## src/rtl/if_ctrl.sv

```systemverilog
// Instruction-fetch controller: sequences PC and ROM accesses, handles stall/flush/branch redirects.
// Optional skid buffer (macro IF_SKID_EN) keeps a word returned during a stall so it is never re-read.
module if_ctrl #(
   parameter logic [31:0] RESET_PC = 32'h00000000
) (
   input  logic        clk,
   input  logic        rst,
   input  logic        stall_i,
   input  logic        flush_i,
   input  logic [31:0] new_pc_i,
   input  logic        branch_flag_i,
   input  logic [31:0] branch_target_i,
   output logic        rom_ce,
   output logic [31:0] rom_addr,
   input  logic        rom_rdy,
   input  logic [31:0] rom_data,
   output logic        inst_valid,
   output logic [31:0] inst_o,
   output logic [31:0] inst_pc,
   output logic [1:0]  fsm_state
);

   localparam logic [1:0] S_IDLE = 2'd0;
   localparam logic [1:0] S_REQ  = 2'd1;
   localparam logic [1:0] S_HOLD = 2'd2;

   localparam logic CHIP_ENABLE  = 1'b1;
   localparam logic CHIP_DISABLE = 1'b0;

   logic [1:0]  state;
   logic        pend_valid;
   logic [31:0] pend_target;
   logic [31:0] flush_pc;
   logic [31:0] branch_pc;
   logic [31:0] seq_next;
   logic [31:0] next_pc;
`ifdef IF_SKID_EN
   logic [31:0] skid_data;
   logic [31:0] skid_pc;
`endif

   // ROM handshake: while rom_ce is high the ROM presents rom_data for rom_addr
   // and raises rom_rdy in the same cycle; a word is consumed only on an edge
   // where rom_rdy=1 and the fetch is not stalled or flushed.
   assign flush_pc  = {new_pc_i[31:2], 2'b00};
   assign branch_pc = {branch_target_i[31:2], 2'b00};
   assign fsm_state = state;

   always_comb begin
      seq_next = pend_valid ? pend_target : rom_addr + 32'd4;
      next_pc  = branch_flag_i ? branch_pc : seq_next;
   end

   always_ff @(posedge clk or negedge rst) begin
      if (!rst) begin
         state       <= S_IDLE;
         rom_ce      <= CHIP_DISABLE;
         rom_addr    <= RESET_PC;
         inst_valid  <= 1'b0;
         inst_o      <= 32'd0;
         inst_pc     <= 32'd0;
         pend_valid  <= 1'b0;
         pend_target <= 32'd0;
`ifdef IF_SKID_EN
         skid_data   <= 32'd0;
         skid_pc     <= 32'd0;
`endif
      end else if (flush_i) begin
         rom_addr   <= flush_pc;
         inst_valid <= 1'b0;
         pend_valid <= 1'b0;
         rom_ce     <= CHIP_ENABLE;
         state      <= S_REQ;
      end else begin
         case (state)
            S_IDLE: begin
               rom_ce <= CHIP_ENABLE;
               state  <= S_REQ;
            end
            S_REQ: begin
               if (!stall_i) begin
                  if (rom_rdy) begin
                     inst_o     <= rom_data;
                     inst_pc    <= rom_addr;
                     inst_valid <= 1'b1;
                     rom_addr   <= next_pc;
                     // A taken branch supersedes any older pending target.
                     pend_valid <= 1'b0;
                  end else begin
                     inst_valid <= 1'b0;
                     if (branch_flag_i) begin
                        pend_target <= branch_pc;
                        pend_valid  <= 1'b1;
                     end
                  end
               end
`ifdef IF_SKID_EN
               else if (rom_rdy) begin
                  skid_data  <= rom_data;
                  skid_pc    <= rom_addr;
                  rom_addr   <= seq_next;
                  pend_valid <= 1'b0;
                  rom_ce     <= CHIP_DISABLE;
                  state      <= S_HOLD;
               end
`endif
            end
`ifdef IF_SKID_EN
            S_HOLD: begin
               if (!stall_i) begin
                  inst_o     <= skid_data;
                  inst_pc    <= skid_pc;
                  inst_valid <= 1'b1;
                  rom_ce     <= CHIP_ENABLE;
                  state      <= S_REQ;
                  // The buffered word is the delay slot; the branch redirects the unfetched next address.
                  if (branch_flag_i) rom_addr <= branch_pc;
               end
            end
`endif
            default: state <= S_IDLE;
         endcase
      end
   end

endmodule

```

## config.mk

```make
export PLATFORM = sky130hd
export DESIGN_NAME = if_ctrl
export DESIGN_NICKNAME = d
export VERILOG_FILES = /design/src/rtl/if_ctrl.sv
export SDC_FILE = /design/constraint.sdc
export NUM_CORES = 1
export LEC_CHECK = 0
export CORE_ASPECT_RATIO = 0.75
export CORE_UTILIZATION = 65
export CTS_CLUSTER_SIZE = 25
export DETAILED_ROUTE_END_ITERATION = 6
export DONT_BUFFER_PORTS = 1
export PLACE_DENSITY = 0.82
export SYNTH_ARGS = -nofsm -noshare
export SYNTH_HDL_FRONTEND = slang
export SYNTH_SLANG_ARGS = --single-unit
```

## constraint.sdc

```tcl
create_clock -name clk -period 6.15 [get_ports clk]
set_clock_uncertainty 0.1 [all_clocks]
set_input_delay 0.9225 -clock clk [delete_from_list [all_inputs] [get_ports clk]]
set_output_delay 0.9225 -clock clk [all_outputs]
set_load 0.01 [all_outputs]
```

# == Word level (Yosys, flattened, before mapping) ==
# Cells that the tools add are included.
# totals
register_bits,131
input_bits,102
# op_classes
add_sub_neg,1
n_eq_ne,3
mux,19
bitwise_logic,3
n_reduce_logical,10
# op_table
operator,n
32-bit 2-to-1 mux,6
32-bit by 3-bit adder with 32-bit output (second input constant),1
1-bit 2-to-1 mux,11
3-bit AND reduction,2
2-bit nonzero test,3
5-bit AND reduction,1
2-bit one-hot mux with 2 select lines,1
4-bit AND reduction,1
1-bit NOT,3
3-bit nonzero test,1
2-bit by 1-bit == test with 1-bit output (second input constant),1
2-bit logical NOT,1
2-bit 2-to-1 mux,1
2-bit by 1-bit inequality test with 1-bit output (second input constant),1
2-bit inequality test (second input constant),1
2-bit AND reduction,1

# == Logic depth before layout (Yosys ltp) ==
# depth
ltp_word,7
ltp_mapped,7

# == Worst setup path after synthesis ==
# Ideal clock, no wire load.
# synth_timing
path_kind,in2reg
start,input branch_flag_i
end,register rom_addr[21]
t_arrival_ps,2276
setup_slack_ps,3697
stages,6
cell_sequence,clkbuf_1 > or2_2 > dlygate4sd1_1 > or3_1 > mux2_2 > a21oi_1
# synth_via
elab_chain_len,5
# synth_rtl
element,line_no,rtl
start: declaration,11,"input logic branch_flag_i,"
32-bit 2-to-1 mux,51,next_pc = branch_flag_i ? branch_pc : seq_next;
32-bit 2-to-1 mux,82,if (rom_rdy) begin
32-bit 2-to-1 mux,81,if (!stall_i) begin
32-bit 2-to-1 mux,75,case (state)
32-bit 2-to-1 mux,68,end else if (flush_i) begin
end signal: assignment,69,rom_addr <= flush_pc;
end signal: assignment,86,rom_addr <= next_pc;
end: declaration,14,"output logic [31:0] rom_addr,"
# Every way passes these cells. The select of a mux whose other input is x is not followed.
# A chain may end at the register's enable or synchronous reset.

# == Final worst setup path ==
# layout_timing
start,register pend_valid
end,register rom_addr[14]
# layout_via
elab_chain_len,6
# layout_rtl
element,line_no,rtl
start: declaration,31,logic pend_valid;
start signal: assignment,62,pend_valid <= 1'b0;
start signal: assignment,71,pend_valid <= 1'b0;
start signal: assignment,88,pend_valid <= 1'b0;
32-bit 2-to-1 mux,50,seq_next = pend_valid ? pend_target : rom_addr + 32'd4;
32-bit 2-to-1 mux,51,
32-bit 2-to-1 mux,82,
32-bit 2-to-1 mux,81,
32-bit 2-to-1 mux,75,
32-bit 2-to-1 mux,68,
# Every way passes these cells. The select of a mux whose other input is x is not followed.

==> run summary <==
The top fanout value on the critical path is 30. The average cell area after synthesis came out at 8.94 um2. The power spent charging and discharging nets came out at 0.682 mW. Summing the sequential cell areas from Yosys gives 50.1% of the chip area. Tracing the worst setup path back leads to its startpoint at pend_valid. The predominant post-synthesis flop cell is dfrtp_1. STA classifies the critical path startpoint as a flip-flop. The placeable core region is 9230 um2.

The area growth from synthesis to final layout is 8.23%. The effective utilization at floorplan is 68.2%. The total of warnings raised by yosys came out at 0. The internal cell power is 1.67 mW.

The count of final setup violators came out at 0. The layout net count came out at 783. The number of placed instances, taps included is 789. In this run switching power makes up 29.0% of total power. The post-detailed-route DRC marker count came out at 0. The pre-CTS setup slack is 3.05 ns. CTS placed an instance of clkbuf_16 at the clock tree root. The final design utilization is 73.8%. The floorplan die height came out at 87.2 um. After floorplanning, the core was divided into 30 placement rows. The number of antenna violations at the first check in global routing is 0. Entering global routing, the biggest net connects 127 pins. The final instance area came out at 6810 um2. The number of non-filler instances in the completed layout came out at 821. The clock transition at the registers of the reported paths is 0.06 ns. The iteration-0 DRC count of the detailed router came out at 671. The remaining antenna violation count is 0. TritonCTS built the clock tree. The overall power of the completed layout came out at 2.35 mW. The run finished with clean final reports. The delay of the slowest critical-path stage is 1.01 ns. The post-route worst hold slack is 0.0975 ns.

The number of setup buffers added after CTS came out at 0. dfrtp_1 takes more of the synthesized area than any other cell. The number of global-route vias before repair is 5314. The count of hold-fix buffers inserted at cts is 0.

The total overflow left after global routing is 0. For this block, the routed nets add up to 17400 um of wire. For the pin with the worst max-slew slack, the measured transition is 1.18 ns. The critical path data required time is 6.41 ns. The overall fraction of global-route tracks in use is 35.9%. The slowest cell on the critical path is nor2b_1.

The power share of the sequential group came out at 49.8%. The count of input and output buffers is 0. Routability-driven placement finished with a final weighted congestion of 0.898. The post-DP HPWL came out at 11400 um. Max-cap violations in this run came to 0. The antenna diode count is 0. STA classifies the critical path endpoint as a flip-flop.

The number of gates resized after CTS is 0. The power share of the combinational group is 10.2%. After detailed routing, the number of vias per cell comes to 6.61. Setup repair after global routing left no endpoint under its margin. For this design the top-level I/O count stands at 202.

The share of the clock period used by the worst path is 46.1%. VDD sags by at most 283 uV. The floorplan die area is 10100 um2. The cell area that synthesis handed to floorplanning was 6290 um2. The horizontal die dimension came out at 116 um. The number of enable-type register cells in the synthesized netlist is 0. The worst endpoint data arrival time came out at 3.09 ns. Traced cell by cell, the critical path runs through nor2b_1 > a221oi_1 > nor3_1 > a221o_1.

The first global-routing pass estimated 26800 um of wire. Detailed routing inserted a total of 5424 vias. The endpoint identified for the worst register-to-register timing path is rom_addr[14]. The worst path setup slack after routing came out at 3.31 ns.

The number of different library cells used by synthesis comes to 54. Power spread over the standard cell area amounts to 346 nW/um2. After synthesis, the cell types taking the most area are dfrtp_1 (50%), nand2_1 (13%), mux2_2 (5.7%). The final-report hold violation count came to 0.

The fraction of registers with async set/reset came out at 100%. The worst register-to-register path begins at pend_valid. Clock tree synthesis found a total of 126 sinks. The layout cell share with drive strength beyond 1 is 11.3%. The critical path is of the reg -> reg type. The path depth of the worst reg2reg path is 4. The average detailed-routed wire length per instance is 21.2 um.

In this run the number of H-tree levels came out at 4. The TritonCTS buffer count is 17. The clock network latency to the later pin of the worst-skew pair came out at 0.42 ns. The first detailed-routing pass ran for 5 iterations. The part of the power in the clock network is 40.0%.

Counting the fill cells in the layout gives 674. The max-slew violation count was 0. The flop and latch count out of synthesis is 126.

The cell area after placement came out at 6250 um2. Synthesis handed over a netlist of 704 instances. The final period demand of the worst path is 2.84 ns. The flop-to-flop setup slack is 3.31 ns. The share of the synthesized area in the top cell type came out at 50.1%.

The final total negative setup slack is 0 ns. The worst hold-check path type is in -> async. Timing would allow up to 0.352 GHz. The number of buffers on the longest clock path came out at 2.

The headroom to the max-slew limit came out at 21.1%. The analysis attributes to cell leakage a power of 3.12 nW.
[state kept, by name, summed over array words and instances, names as in the netlist]
register and count:
inst_o 32, inst_pc 30, pend_target 30, rom_addr 30
fsm_state 1, inst_valid 1, pend_valid 1, rom_ce 1
[how the worst max path moves through the flow]
stage,end,slack [ns]
after floorplan,rom_addr[21],3.70
after global placement,rom_addr[18],3.02
after detailed placement,rom_addr[18],3.05
after CTS,rom_addr[17],3.45
after global routing,rom_addr[17],3.09
final,rom_addr[14],3.31
[cells in the final DEF (no fill, tap or decap), types with 3 or more instances in the layout]
cell type / n
clkinv_2: 8
dfrtp_1: 126
o221ai_1: 4
nor4_1: 6
nand4_1: 13
a221oi_1: 12
clkbuf_8: 3
o21ai_0: 27
nor3_1: 12
nor2b_1: 4
a22oi_1: 3
a211oi_1: 6
nor2_1: 31
conb_1: 6
xnor2_1: 5
and4_1: 3
and3_1: 4
clkbuf_16: 17
or4_1: 5
a21oi_1: 41
nand3_1: 26
inv_1: 11
mux2i_1: 11
xor2_1: 4
nand2b_1: 3
buf_4: 5
o211ai_1: 7
a221o_1: 6
nand2_1: 217
mux2_2: 32
[worst max-delay path, delay by kind of cell (launching register included)]
| kind | cells | cell delay (ns) |
|---|---|---|
| AO/OA/AOI/OAI | 2 | 0.41 |
| flip-flops | 1 | 1.00 |
| AND/OR/NAND/NOR | 2 | 1.26 |
[power groups by stage]
stage / combinational (mW) / sequential [mW] / clock [mW]
CTS: 0.239 / 1.17 / 0.948
floorplan: 0.220 / 1.13 / 0
global route: 0.272 / 1.19 / 0.991
finish: 0.240 / 1.17 / 0.943
global placement: 0.217 / 1.17 / 0
detailed placement: 0.237 / 1.18 / 0
[synthesized netlist by cell type (7+ instances only)]
| library cell | number |
|---|---|
| a21oi_1 | 41 |
| a221oi_1 | 12 |
| buf_4 | 9 |
| clkbuf_1 | 33 |
| dfrtp_1 | 126 |
| inv_1 | 11 |
| mux2_2 | 32 |
| mux2i_1 | 11 |
| nand2_1 | 217 |
| nand3_1 | 26 |
| nand4_1 | 13 |
| nor2_1 | 32 |
| nor3_1 | 12 |
| o211ai_1 | 7 |
| o21ai_0 | 27 |
[area by class of cell]
cell class | instances | area, um2 | area share (%)
tap | 128 | 160 | 2.35
clock inverter | 12 | 93.8 | 1.38
timing repair buffer | 5 | 37.5 | 0.551
sequential | 126 | 3150 | 46.3
inverter | 12 | 45.0 | 0.661
multi-input combinational | 518 | 2860 | 41.9
clock buffer | 20 | 467 | 6.85
[cells by family after synthesis]
kind of cell | after synthesis | synth area share [%]
compound gates | 117 | 11.8
xor+xnor | 9 | 1.25
fa+ha+maj | 1 | 0.199
buf+inv | 64 | 4.93
flops | 126 | 50.1
mux | 43 | 7.48
other cells | 2 | 0.119
simple gates | 342 | 24.1
[layer usage]
metal  track usage (%)  vias to the layer above  wire (um)
met5                 0                        -          0
met3              14.5                       38       2220
li1                  -                     2387          -
met4              12.8                        0        308
met1              44.8                     2629       6700
met2              56.6                      370       8210
Power figures use the tool's default switching activity.
